==> src/rtl/timer_pkg.sv <==
// rtl/timer_pkg.sv - shared state encoding and default widths for the countdown timer
package timer_pkg;

  localparam int DEF_WIDTH = 8;
  localparam int DEF_PS_W  = 8;

  typedef enum logic [1:0] {
    ST_IDLE = 2'd0,
    ST_RUN  = 2'd1,
    ST_DONE = 2'd2
  } timer_state_e;

endpackage

==> src/rtl/tick_prescaler.sv <==
// rtl/tick_prescaler.sv - programmable tick divider, one tick every prescale+1 enabled cycles
module tick_prescaler #(
  parameter int PS_W = 8
) (
  input  logic            clk,
  input  logic            rst_n,
  input  logic            clear,
  input  logic            enable,
  input  logic [PS_W-1:0] prescale,
  output logic            tick
);

  logic [PS_W-1:0] ps_q;
  logic [PS_W-1:0] ps_d;

  // >= rather than == so that shrinking prescale mid-count fires at once instead of wrapping
  always_comb begin
    tick = enable && (ps_q >= prescale);
    ps_d = ps_q;
    if (clear) begin
      ps_d = '0;
    end else if (enable) begin
      ps_d = tick ? '0 : ps_q + PS_W'(1);
    end
  end

  always_ff @(posedge clk) begin
    if (!rst_n) begin
      ps_q <= '0;
    end else begin
      ps_q <= ps_d;
    end
  end

endmodule

==> src/rtl/countdown_timer_8bit.sv <==
// rtl/countdown_timer_8bit.sv - loadable down-counting timer with one-shot and periodic modes
module countdown_timer_8bit
  import timer_pkg::*;
#(
  parameter int WIDTH = DEF_WIDTH,
  parameter int PS_W  = DEF_PS_W
) (
  input  logic             clk,
  input  logic             rst_n,
  input  logic             load,
  input  logic [WIDTH-1:0] load_value,
  input  logic             start,
  input  logic             stop,
  input  logic             periodic,
  input  logic [PS_W-1:0]  prescale,
  output logic [WIDTH-1:0] count,
  output logic             busy,
  output logic             tc_pulse,
  output logic             done
);

  timer_state_e     state_q, state_d;
  logic [WIDTH-1:0] count_q, count_d;
  logic [WIDTH-1:0] reload_q, reload_d;
  logic             done_q, done_d;
  logic             tc_q, tc_d;
  logic             busy_q, busy_d;
  logic             ps_clear;
  logic             tick;

  tick_prescaler #(
    .PS_W(PS_W)
  ) u_prescaler (
    .clk     (clk),
    .rst_n   (rst_n),
    .clear   (ps_clear),
    .enable  (state_q == ST_RUN),
    .prescale(prescale),
    .tick    (tick)
  );

  always_comb begin
    state_d  = state_q;
    count_d  = count_q;
    reload_d = reload_q;
    done_d   = done_q;
    tc_d     = 1'b0;
    ps_clear = 1'b0;

    if (load) begin
      count_d  = load_value;
      reload_d = load_value;
      done_d   = 1'b0;
      state_d  = ST_IDLE;
      ps_clear = 1'b1;
    end else if (stop) begin
      // stop also masks a same-cycle start when idle
      if (state_q == ST_RUN) begin
        state_d  = ST_IDLE;
        ps_clear = 1'b1;
      end
    end else if (start && (state_q != ST_RUN)) begin
      done_d   = 1'b0;
      ps_clear = 1'b1;
      if (count_q != '0) begin
        state_d = ST_RUN;
      end else begin
        state_d = ST_DONE;
        done_d  = 1'b1;
        tc_d    = 1'b1;
      end
    end else if (tick) begin
      if (count_q > WIDTH'(1)) begin
        count_d = count_q - WIDTH'(1);
      end else begin
        tc_d = 1'b1;
        if (periodic) begin
          count_d = reload_q;
        end else begin
          count_d = '0;
          state_d = ST_DONE;
          done_d  = 1'b1;
        end
      end
    end

    busy_d = (state_d == ST_RUN);
  end

  always_ff @(posedge clk) begin
    if (!rst_n) begin
      state_q  <= ST_IDLE;
      count_q  <= '0;
      reload_q <= '0;
      done_q   <= 1'b0;
      tc_q     <= 1'b0;
      busy_q   <= 1'b0;
    end else begin
      state_q  <= state_d;
      count_q  <= count_d;
      reload_q <= reload_d;
      done_q   <= done_d;
      tc_q     <= tc_d;
      busy_q   <= busy_d;
    end
  end

  assign count    = count_q;
  assign busy     = busy_q;
  assign tc_pulse = tc_q;
  assign done     = done_q;

endmodule
==> config.mk <==
export PLATFORM = sky130hd
export DESIGN_NAME = countdown_timer_8bit
export DESIGN_NICKNAME = d
export VERILOG_FILES = /design/src/rtl/timer_pkg.sv /design/src/rtl/tick_prescaler.sv /design/src/rtl/countdown_timer_8bit.sv
export SDC_FILE = /design/constraint.sdc
export NUM_CORES = 1
export LEC_CHECK = 0
export CAP_MARGIN = 20
export CORE_ASPECT_RATIO = 0.7
export CORE_MARGIN = 1
export CORE_UTILIZATION = 40
export DETAILED_ROUTE_END_ITERATION = 10
export PLACE_DENSITY_LB_ADDON = 0.3
export SYNTH_ARGS = -nofsm -noshare
export SYNTH_HDL_FRONTEND = slang
export SYNTH_SLANG_ARGS = --single-unit
==> constraint.sdc <==
create_clock -name clk -period 2.44 [get_ports clk]
set_input_delay 0.488 -clock clk [delete_from_list [all_inputs] [get_ports clk]]
set_output_delay 0.488 -clock clk [all_outputs]
set_load 0.005 [all_outputs]
Yosys cells after proc, flatten, opt, wreduce, memory -nomap -nowiden
Index checks and enable logic that the tools add are counted.

storage, ports and cells
  bits in registers = 29
  latch bits = 0
  RAM bits = 0
  memory bits (read-only) = 0
  input bits = 22
  word-level logic and storage cells = 57
  memories kept = 0

cells by class
  add/sub/neg operators = 2
  $mul = 0
  divide/modulo/power cells = 0
  magnitude comparators = 2
  equality and inequality tests = 7
  shift-type cells = 0
  multiplexer cells = 27
  bitwise gates (word level) = 2
  reductions and logical operators = 10

operator list
  kind                                                                              number
  8-bit two-way mux                                                                 7
  2-bit two-way mux                                                                 8
  1-bit two-way mux                                                                 12
  8-bit by 1-bit adder with 8-bit output (second input constant)                    1
  8-bit >= comparator                                                               1
  8-bit by 1-bit greater-than comparator with 1-bit output (second input constant)  1
  8-bit nonzero test                                                                1
  8-bit by 1-bit subtractor with 8-bit output (second input constant)               1
  2-bit inequality test (second input constant)                                     3
  2-bit by 1-bit equality test with 1-bit output (second input constant)            2
  2-bit by 1-bit inequality test with 1-bit output (second input constant)          2
  4-bit AND reduction                                                               1
  2-bit nonzero test                                                                2
  2-bit OR reduction                                                                2
  3-bit AND reduction                                                               1
  3-bit OR reduction                                                                1
  1-bit logical AND                                                                 2
  1-bit NOT                                                                         2

Longest topological paths before layout
  depth in word-level cells = 7
  gate-level depth with buffers = 9
  mapped depth without buffers = 7

Hierarchy
A second synthesis with hierarchy kept.

unflattened totals
  cell total of the unflattened synthesis = 218
  area, all modules = 1858.0 µm²

modules (own cells, without submodules)
  module                times used  cells each  area each (µm²)  seq. area each (µm²)
  countdown_timer_8bit  1           155         1266.2           420.4
  tick_prescaler        1           63          591.8            160.2

Least setup slack after synthesis
OpenSTA, ideal clock, no wires.

  path type = input port to flip-flop
  start point = input port prescale[0]
  end point = register count_q[0] (netlist: count[0])
  arrival time = 1.898 ns
  path slack = 0.420 ns
  stages on the path = 6
  buffers on the path = 0
  cell sequence = ha_1 > nand2b_1 > a2111o_1 > a21oi_4 > nor2_1 > a311o_1

on the way
  word-level cells in the longest chain between the ends = 4

RTL lines
  what                                  line                         text
  start, declared                       countdown_timer_8bit.sv:15   input logic [PS_W-1:0] prescale,
  8-bit >= comparator                   tick_prescaler.sv:18         tick = enable && (ps_q >= prescale);
  1-bit logical AND                     tick_prescaler.sv:18
  2-bit nonzero test (no source line)   --
  3-bit AND reduction (no source line)  --
  end signal, assigned                  countdown_timer_8bit.sv:100  count_q <= count_d;
  end, declared                         countdown_timer_8bit.sv:23   logic [WIDTH-1:0] count_q, count_d;

Every way passes these cells.
A chain may end at the register's enable or synchronous reset.

Final worst setup path
  start point = input port prescale[0]
  end point = register count_q[1] (netlist: count[1])

The elaborated chain is that of the path after synthesis.

==> run metrics <==
layout cells sized above 1=0.106; post-synthesis async set-or-reset flop share=0; Final min period=2.27 ns; Netlist cell types=45; CTS tree=yes; Max stage delay on crit path=0.46 ns; Placer Congestion=0.843; leakage=0.930 nW; Worst EP required=2.63 ns; final WL=4490 um; fmax=441 MHz; period utilization=0.928; gr ovfl total=0; I/O pin count=33; synthesized cell area=1770 um^2; Starting Density=0.435; wire per inst=14.6 um; XOR/XNOR share of the synthesized area=0.0495; pre-CTS setup slack=-0.167 ns; post-synthesis compound-gate area fraction=0.197; cell breakdown of the critical path=clkdlybuf4s50_1 -> ha_1 -> nand2b_1 -> a2111o_1 -> a21oi_4 -> nor2_1 -> buf_4 -> o211ai_1; Seq. cell area=581 um^2; synthesized instance count=210; clock sinks=29; Hold Crit Class=reg2reg; Post-synth EDFFs=0; H-tree levels=2; Antenna Violating Nets Remaining=0; CTS resizes=0; Synth Area in Adders=0.0849; initial antenna violation count=0; final hold violation count=0; CP endpoint kind=flop; worst path arrival time=2.46 ns; mux contribution to synthesized area=0.0453; PD cells=483 nW/um^2; Port Buffers=32; Fill cells=369; die height=57.6 um; Max VDD drop=342 uV; Clock Path Buffers=2; startpoint types=input port; end-of-flow core utilization=0.570; die area=4690 um^2; CTS clk-pin slew, worst paths=0.06 ns; unrepaired setup endpoints after global routing=false; sequential share of the synthesized area=0.328; pin count of the biggest net entering global routing=23; main combinational cell family by area after synthesis=simple AND/OR/NAND/NOR gates; Max-Cap Viols=0; via count=1682; post-synthesis simple-gate area fraction=0.243; Worst Path Max Fanout=6; Setup Viol. Count Final=0; Die W=81.5 um; Setup Buffers After CTS=0; Synthesized Nets=244; fin. max-slew vios=0; latest clock arrival within the worst-skew pair=0.27 ns; GRT Total Usage=0.213; core footprint=4070 um^2; first-pass detailed-route iteration total=4; synthesized area per cell=8.42 um^2; final worst setup slack=0.175 ns; area occupied by multi-input gates=1100 um^2; antenna cells=0; row cnt=19; ys flop type=dfxtp_1; most frequent cells in the layout=32 x clkdlybuf4s50_1, 29 x dfxtp_1, 16 x nor2_1, 15 x buf_4; hold_buf cts=0; #FFs+latches synth=29; WS Path Type=in2reg; P&R area growth vs syn=31.1%; Worst-Margin Slew=0.565 ns; Slowest-stage cell, CP=a2111o_1; Layout Skew=0.00524 ns; DP HPWL=3340 um; root buffer cell=clkbuf_8; status=finished clean; first-pass GRT wire length=7450 um; CTS Buf Count=5; most common cell after layout, fill and taps aside=clkdlybuf4s50_1; vias in the first global route=1523; Vias/cell=5.48; DRC viols=0; YS warnings=0; Slew Limit Headroom=0.614; Post-layout nets=289; DR iter-0 viols=170
## path summary, 6_finish.rpt
path	startpoint	end	slack [ns]	cells after the start
worst min register to register	reload_q[4]	reload_q[4]	0.52	2
worst min-delay path	reload_q[4]	reload_q[4]	0.52	2
worst max register to register	count[1]	count[7]	0.24	7
worst max-delay path	prescale[0]	count[1]	0.17	8
## metrics by stage
stage	area, um^2	instances	total power, mW	hold slack, ns	setup TNS, ns
floorplan	1770	210	0.636	0.474	0
global placement	2230	300	0.729	0.498	-1.22
detailed placement	2230	300	0.733	0.505	-1.82
CTS	2310	307	1.12	0.521	0
global route	2320	307	1.18	0.537	0
finish	2320	307	1.12	0.519	0
## sequential cells by signal (all words and copies together) (netlist names)
register          cells
done                  1
count                 8
busy                  1
tc_pulse              1
u_prescaler.ps_q      8
reload_q              8
state_q               2
## cell usage after synthesis (5+ instances only)
cell type | n | share of area
a21oi_1 | 8 | 0.023
mux2i_1 | 8 | 0.045
nand2b_1 | 6 | 0.021
nand3_1 | 14 | 0.040
nand2_1 | 14 | 0.030
nor2b_1 | 11 | 0.039
o2111ai_1 | 5 | 0.025
xor2_1 | 8 | 0.040
nor2_1 | 16 | 0.034
nand4_1 | 5 | 0.018
ha_1 | 12 | 0.085
o21ai_0 | 9 | 0.025
and3_1 | 7 | 0.025
clkbuf_1 | 5 | 0.011
inv_1 | 14 | 0.030
dfxtp_1 | 29 | 0.33
## worst max-delay path: cells and delay by family
family | cells | cell delay (ns)
compound gates | 3 | 0.88
fa+ha+maj | 1 | 0.28
buf+inv | 2 | 0.56
simple gates | 2 | 0.25
## metal layers
metal / GRT usage / share of wire
met3: 0.0614 / 0.068
met1: 0.326 / 0.52
met2: 0.271 / 0.41
met5: 0 / 0
met4: 0.0842 / 0.0076
## where the power goes
part	total, mW	leakage, nW	internal, mW	switching [mW]
Clock	0.392	0.0443	0.223	0.169
Combinational	0.214	0.648	0.110	0.104
Sequential	0.513	0.237	0.492	0.0208
## logic make-up (layout without fill, tap and decap cells)
family,count (synthesis),in the layout
xor gates and xnor gates,10,10
adders and majority gates,12,12
buffers and inverters,23,68
muxes,8,8
and+or+nand+nor,81,81
AOI/OAI and AO/OA,47,47
DFF,29,29
## layout make-up
class,instances,area share
Timing Repair Buffer,47,0.187
Clock buffer,7,0.0372
Multi-Input combinational cell,158,0.475
Inverter,14,0.0227
Sequential cell,29,0.250
Tap cell,52,0.0281
Note: power is estimated with default switching activity, not from simulation.
